$ cat config.mk
export PLATFORM = sky130hd
export DESIGN_NAME = fetch_unit
export DESIGN_NICKNAME = d
export VERILOG_FILES = /design/src/rtl/fetch_pkg.sv /design/src/rtl/fetch_unit_if_id_reg.sv /design/src/rtl/fetch_unit.sv
export SDC_FILE = /design/constraint.sdc
export NUM_CORES = 1
export LEC_CHECK = 0
export CAP_MARGIN = 20
export CORE_MARGIN = 4
export CORE_UTILIZATION = 50
export CTS_CLUSTER_DIAMETER = 150
export DETAILED_ROUTE_END_ITERATION = 10
export PLACE_DENSITY = 0.95
export SLEW_MARGIN = 20
export SYNTH_ARGS = -nofsm -noshare
export SYNTH_HDL_FRONTEND = slang
export SYNTH_SLANG_ARGS = --single-unit
$ cat constraint.sdc
create_clock -name clock -period 3.7 [get_ports clock]
set_input_delay 0.925 -clock clock [delete_from_list [all_inputs] [get_ports clock]]
set_output_delay 0.925 -clock clock [all_outputs]
set_load 0.01 [all_outputs]
$ cat src/rtl/fetch_pkg.sv
// Shared types and constants for the fetch stage.
package fetch_pkg;

    typedef enum logic [1:0] {
        ST_BOOT  = 2'd0,
        ST_RUN   = 2'd1,
        ST_HALT  = 2'd2,
        ST_FAULT = 2'd3
    } fetch_state_e;

    localparam logic [31:0] RESET_PC     = 32'h0040_0000;
    localparam logic [31:0] SYSCALL_WORD = 32'h0000_000C;
    localparam logic [31:0] NOP_WORD     = 32'h0000_0000;

    // IF/ID pipeline register contents, 65 bits.
    typedef struct packed {
        logic [31:0] instr;
        logic [31:0] pc_plus4;
        logic        valid;
    } if_id_t;

    // Instructions are word aligned; any low address bit set is a bad target.
    function automatic logic misaligned(input logic [31:0] addr);
        return addr[1:0] != 2'b00;
    endfunction

endpackage

$ cat src/rtl/fetch_unit_if_id_reg.sv
// IF/ID pipeline register: clear (bubble) beats hold (stall) beats load.
// A bubble zeroes the instruction and valid bit but keeps pc_plus4.
module if_id_reg
    import fetch_pkg::*;
(
    input  logic   clock,
    input  logic   reset_n,
    input  logic   hold_i,
    input  logic   clear_i,
    input  logic   load_i,
    input  if_id_t d_i,
    output if_id_t q_o
);

    if_id_t reg_q;

    // Register update with bubble/hold/load priority.
    always_ff @(posedge clock or negedge reset_n) begin
        if (!reset_n) begin
            reg_q <= '0;
        end else if (clear_i) begin
            reg_q.instr <= NOP_WORD;
            reg_q.valid <= 1'b0;
        end else if (hold_i) begin
            reg_q <= reg_q;
        end else if (load_i) begin
            reg_q <= d_i;
        end
    end

    assign q_o = reg_q;

endmodule

$ cat src/rtl/fetch_unit.sv
// Fetch-stage controller: owns the PC, boots from start_addr, handles
// stall / flush / redirect, halts on SYSCALL and traps misaligned redirects.
//
// state    | meaning
// ---------+-------------------------------------------------------------
// BOOT     | one cycle at RESET_PC; loads PC from start_addr
// RUN      | normal fetch, one word per unstalled edge
// HALT     | SYSCALL seen; PC frozen until an aligned redirect
// FAULT    | misaligned redirect seen; frozen until reset
module fetch_unit
    import fetch_pkg::*;
(
    input  logic        clock,
    input  logic        reset_n,
    input  logic [31:0] start_addr,
    input  logic [31:0] mem_instruction,
    input  logic        stall,
    input  logic        flush,
    input  logic        redirect_valid,
    input  logic [31:0] redirect_target,
    output logic [31:0] read_address,
    output logic [31:0] if_id_instr,
    output logic [31:0] if_id_pc_plus4,
    output logic        if_id_valid,
    output logic        halted,
    output logic        fetch_fault
);

    fetch_state_e state_q;
    logic [31:0]  pc_q;
    logic         halted_q;
    logic         fault_q;

    logic [31:0]  pc_plus4;
    logic         redirect_bad;
    logic         is_syscall;
    logic         ifid_hold;
    logic         ifid_clear;
    logic         ifid_load;
    if_id_t       ifid_d;
    if_id_t       ifid_q;

    // IF/ID control decode; a redirect always bubbles, even over a stall.
    always_comb begin
        pc_plus4     = pc_q + 32'd4;
        redirect_bad = redirect_valid && misaligned(redirect_target);
        is_syscall   = (mem_instruction == SYSCALL_WORD);
        ifid_d       = '{instr: mem_instruction, pc_plus4: pc_plus4, valid: 1'b1};
        ifid_hold    = 1'b0;
        ifid_clear   = 1'b0;
        ifid_load    = 1'b0;
        case (state_q)
            ST_BOOT: begin
                ifid_hold = 1'b1;
            end
            ST_RUN: begin
                ifid_clear = redirect_valid || flush;
                ifid_hold  = stall;
                ifid_load  = 1'b1;
            end
            ST_HALT: begin
                // SYSCALL is presented once, then bubbles unless stalled.
                ifid_clear = redirect_valid || flush || !stall;
                ifid_hold  = stall;
            end
            default: begin
                ifid_clear = 1'b1;
            end
        endcase
    end

    // FSM, PC register and registered status flags.
    always_ff @(posedge clock or negedge reset_n) begin
        if (!reset_n) begin
            state_q  <= ST_BOOT;
            pc_q     <= RESET_PC;
            halted_q <= 1'b0;
            fault_q  <= 1'b0;
        end else begin
            case (state_q)
                ST_BOOT: begin
                    pc_q    <= start_addr;
                    state_q <= ST_RUN;
                end
                ST_RUN: begin
                    if (redirect_bad) begin
                        state_q <= ST_FAULT;
                        fault_q <= 1'b1;
                    end else if (redirect_valid) begin
                        pc_q <= redirect_target;
                    end else if (stall) begin
                        pc_q <= pc_q;
                    end else if (flush) begin
                        pc_q <= pc_plus4;
                    end else if (is_syscall) begin
                        state_q  <= ST_HALT;
                        halted_q <= 1'b1;
                    end else begin
                        pc_q <= pc_plus4;
                    end
                end
                ST_HALT: begin
                    if (redirect_bad) begin
                        state_q  <= ST_FAULT;
                        halted_q <= 1'b0;
                        fault_q  <= 1'b1;
                    end else if (redirect_valid) begin
                        pc_q     <= redirect_target;
                        state_q  <= ST_RUN;
                        halted_q <= 1'b0;
                    end
                end
                default: begin
                    state_q <= ST_FAULT;
                end
            endcase
        end
    end

    if_id_reg u_if_id_reg (
        .clock   (clock),
        .reset_n (reset_n),
        .hold_i  (ifid_hold),
        .clear_i (ifid_clear),
        .load_i  (ifid_load),
        .d_i     (ifid_d),
        .q_o     (ifid_q)
    );

    assign read_address   = pc_q;
    assign if_id_instr    = ifid_q.instr;
    assign if_id_pc_plus4 = ifid_q.pc_plus4;
    assign if_id_valid    = ifid_q.valid;
    assign halted         = halted_q;
    assign fetch_fault    = fault_q;

endmodule

==> run_results.csv <==
group,metric,value,unit
timing,rsz0062_at_grt,"no",
pwr,finalPower,7.104,mW
timing,tns,0,ns
clocking,root_buffer,"clkbuf_16",
timing,setup_viol,0,
pwr,peakVddDrop,0.5419,mV
synthesis,syn-cell-area,5846,sq um
timing,worst_slew_pin_slew,0.7976,ns
job,max-cap-violations,0,
setup_path,worstPathRequired,3.93,ns
routing,via_count,6143,
synthesis,ys_ff_latch,101,
grt,grt_max_degree,56,
setup_path,crit_slowest_cell,"clkdlybuf4s50_1",
cells_and_area,post-route-cell-area,8149,sq um
setup_path,crit_type,"in -> reg",
clocking,holdBufCountCts,0,
placed_design,io_buffer_count,199,
synthesis,syn-instance-count,702,
placed_design,placed_cells,1000,
pwr,power_density,871.7,nW/um^2
hold_path,hp-start,"fetch_fault$_DFFE_PN0P_",
cells_and_area,nets,974,
placed_design,dpl.hpwl,13.42,mm
routing,antenna_left,0,
cells_and_area,instances_no_fill,1016,
routing,route.detailed.drc,0,
clocking,cts_resized,0,
timing,fin_crit,2.896,ns
floorplanning,fp.dieH,116.1,um
grt,grt_first_pass_wirelength,29.74,mm
clocking,cts_tree,"done",
synthesis,yosysTopAreaCell,"dfrtp_1",
clocking,clock_latency,0.35,ns
synthesis,synth_top_cell_area_share,42.81,%
pwr,leakage,3.213,nW
floorplanning,core-area,11420,sq um
floorplanning,placementRows,39,
routing,viasPerCell,6.046,
grt,first_global_vias,5935,
timing,slew_violations,0,
clocking,post_cts_buffers,0,
routing,drt-total-wl,18.63,mm
grt,use_met1,37.36,%
synthesis,synth_top_cells_by_area,"dfrtp_1, nand2_1, o21ai_0",
synthesis,synth.net_count,808,
setup_path,cp-start-kind,"input pin",
clocking,cts.sink_count,101,
floorplanning,dieArea,13490,sq um
setup_path,cp.buffers_inverters,1,
routing,first_pass_iters,5,
timing,finClkSkew,0.009022,ns
clocking,clockBufferDepth,2,
hold_path,worstHoldEndpoint,"fetch_fault$_DFFE_PN0P_",
timing,hold_violations,0,
grt,busiest_layer,"met2",
clocking,cts_buffers,9,
synthesis,yosys_warnings,0,
setup_path,r2r_cells,7,
synthesis,synthFlopType,"dfrtp_1",
synthesis,ys_seq_area_share,43.26,%
floorplanning,io_pins,200,
grt,grt_usage,27.60,%
setup_path,critPathMaxStageDelay,0.42,ns
grt,antenna_found_initial,0,
timing,max_freq,345.4,MHz
placed_design,post_dp_cell_area,7859,sq um
hold_path,hp-class,"reg -> reg",
setup_path,crit_chain,"clkdlybuf4s50_1 -> nor4_1 -> nand4_1 -> nor4_4 -> or2_4 -> mux2_2",
cells_and_area,utilization,71.37,%
status,outcome,"finished, final reports clean",
synthesis,synth_edf_count,0,
setup_path,crit_family,"simple AND/OR/NAND/NOR gates",
setup_path,arrival,3.12,ns
setup_path,crit_fanout,30,
placed_design,gp_congestion,0.9112,
synthesis,async_flop_share,100.0,%
grt,grt.overflow.total,0,
hold_path,hold_depth,1,
setup_path,cp-end-kind,"register",
setup_path,r2r-end,"u_if_id_reg.q_o[4]$_DFFE_PN0P_",
synthesis,avgSynthCellArea,8.327,sq um
timing,min_period_over_period,78.26,%
clocking,cts_max_level,3,
setup_path,r2r_setup_slack,1.02,ns
clocking,clkTransAtPathRegs,0.07,ns
setup_path,timing.rr.start,"state_q[0]$_DFFE_PN0P_",
grt,grtUsageMet3,5.181,%
floorplanning,initial_utilization,51.19,%
floorplanning,die_w,116.1,um
cells_and_area,diodes,0,
cells_and_area,drive_gt1_share,6.415,%
cells_and_area,syn_to_final_growth,39.41,%
synthesis,ys_types,64,
routing,drt_iter0_markers,597,
timing,max-slew-margin-rel,46.33,%
grt,gr-usage-met2,43.84,%
routing,drt-wirelength-per-cell,18.34,um
-- metal layers --
layer	vias to the layer above	part of all wire (%)
li1	2827	-
met1	2904	40
met2	354	47
met3	58	8.7
met4	0	3.8
met5	-	0
-- flip-flops by register name, indices dropped and copies added (netlist names) --
| signal | count |
|---|---|
| fetch_fault | 1 |
| halted | 1 |
| read_address | 32 |
| state_q | 2 |
| u_if_id_reg.q_o | 65 |
-- cells in the mapped netlist, drive strengths merged (3+ instances only) --
cell    instances
nand3          19
clkbuf         42
a41oi           3
o31a            4
a211oi          3
a31oi          13
inv            14
xor2            7
xnor2          19
a21boi          3
nor4           16
buf            15
o21ai          71
ha              5
nand4          11
or4             3
nor2           51
nor3           16
nand2         137
a21o            3
dfrtp         100
o21a            3
mux2            8
a21oi          54
o211ai          3
nor2b           5
o22ai           6
and3            5
and4            5
o31ai          28
-- cell usage in the layout, fill, tap and decap left out, types with 3 or more instances in the layout --
cell	Yosys	final
a21boi_0	3	3
a21o_1	3	3
a21oi_1	54	53
a31oi_1	13	13
a41oi_1	3	3
and3_1	5	5
and4_1	4	4
buf_4	6	14
clkbuf_16	0	9
clkdlybuf4s50_1	0	198
dfrtp_1	100	100
ha_1	5	4
inv_1	14	14
inv_6	0	3
mux2_2	8	8
nand2_1	137	137
nand3_1	19	19
nand4_1	10	10
nor2_1	51	51
nor2b_1	5	5
nor3_1	15	15
nor4_1	15	15
o211ai_1	3	3
o21a_1	3	3
o21ai_0	67	67
o21ai_1	4	3
o22ai_1	6	6
o31a_1	4	4
o31ai_1	27	27
xnor2_1	19	19
xor2_1	7	7
-- report_power, final --
part / internal, mW / total [mW] / switching (mW)
sequential: 1.59 / 2.12 / 0.521
clock: 0.475 / 0.935 / 0.460
combinational: 1.83 / 4.05 / 2.22
-- final cells by class --
type,instances,area (sq um)
sequential,101,2529
tap,143,178.9
fill,865,3269
clock buffer,9,225.2
timing repair buffer,213,2107
multi-input combinational,529,2992
clock inverter,7,65.06
inverter,14,52.55
-- worst max-delay path by stage --
stage,from,to,slack [ns],cells after the start
3_5_place_dp,mem_instruction[3],read_address[4]$_DFFE_PN0P_,0.47,6
6_report,mem_instruction[11],read_address[4]$_DFFE_PN0P_,0.80,6
4_1_cts,mem_instruction[11],read_address[4]$_DFFE_PN0P_,0.83,6
5_1_grt,mem_instruction[3],read_address[4]$_DFFE_PN0P_,0.66,6
3_3_place_gp,mem_instruction[3],read_address[2]$_DFFE_PN0P_,0.49,6
2_1_floorplan,redirect_valid,read_address[2]$_DFFE_PN0P_,1.03,6
-- per-stage QoR --
stage / hold WS (ns) / setup slack, ns
finish: 0.4607 / 0.8045
global placement: 0.4443 / 0.4871
floorplan: 0.4687 / 1.032
detailed placement: 0.4488 / 0.4681
CTS: 0.4649 / 0.8310
global route: 0.4972 / 0.6606
-- logic make-up (layout without fill, tap and decap cells) --
| group | count (synthesis) | in the layout | share of synthesized area, % |
|---|---|---|---|
| AND/OR/NAND/NOR | 284 | 284 | 23.05 |
| AO/OA/AOI/OAI | 206 | 206 | 21.25 |
| buffers and inverters | 72 | 243 | 5.929 |
| adder cells (fa/ha/maj) | 5 | 5 | 1.070 |
| XOR/XNOR | 26 | 26 | 3.896 |
| flip-flops | 101 | 101 | 43.26 |
| multiplexers | 8 | 8 | 1.541 |
Power figures use the tool's default switching activity.
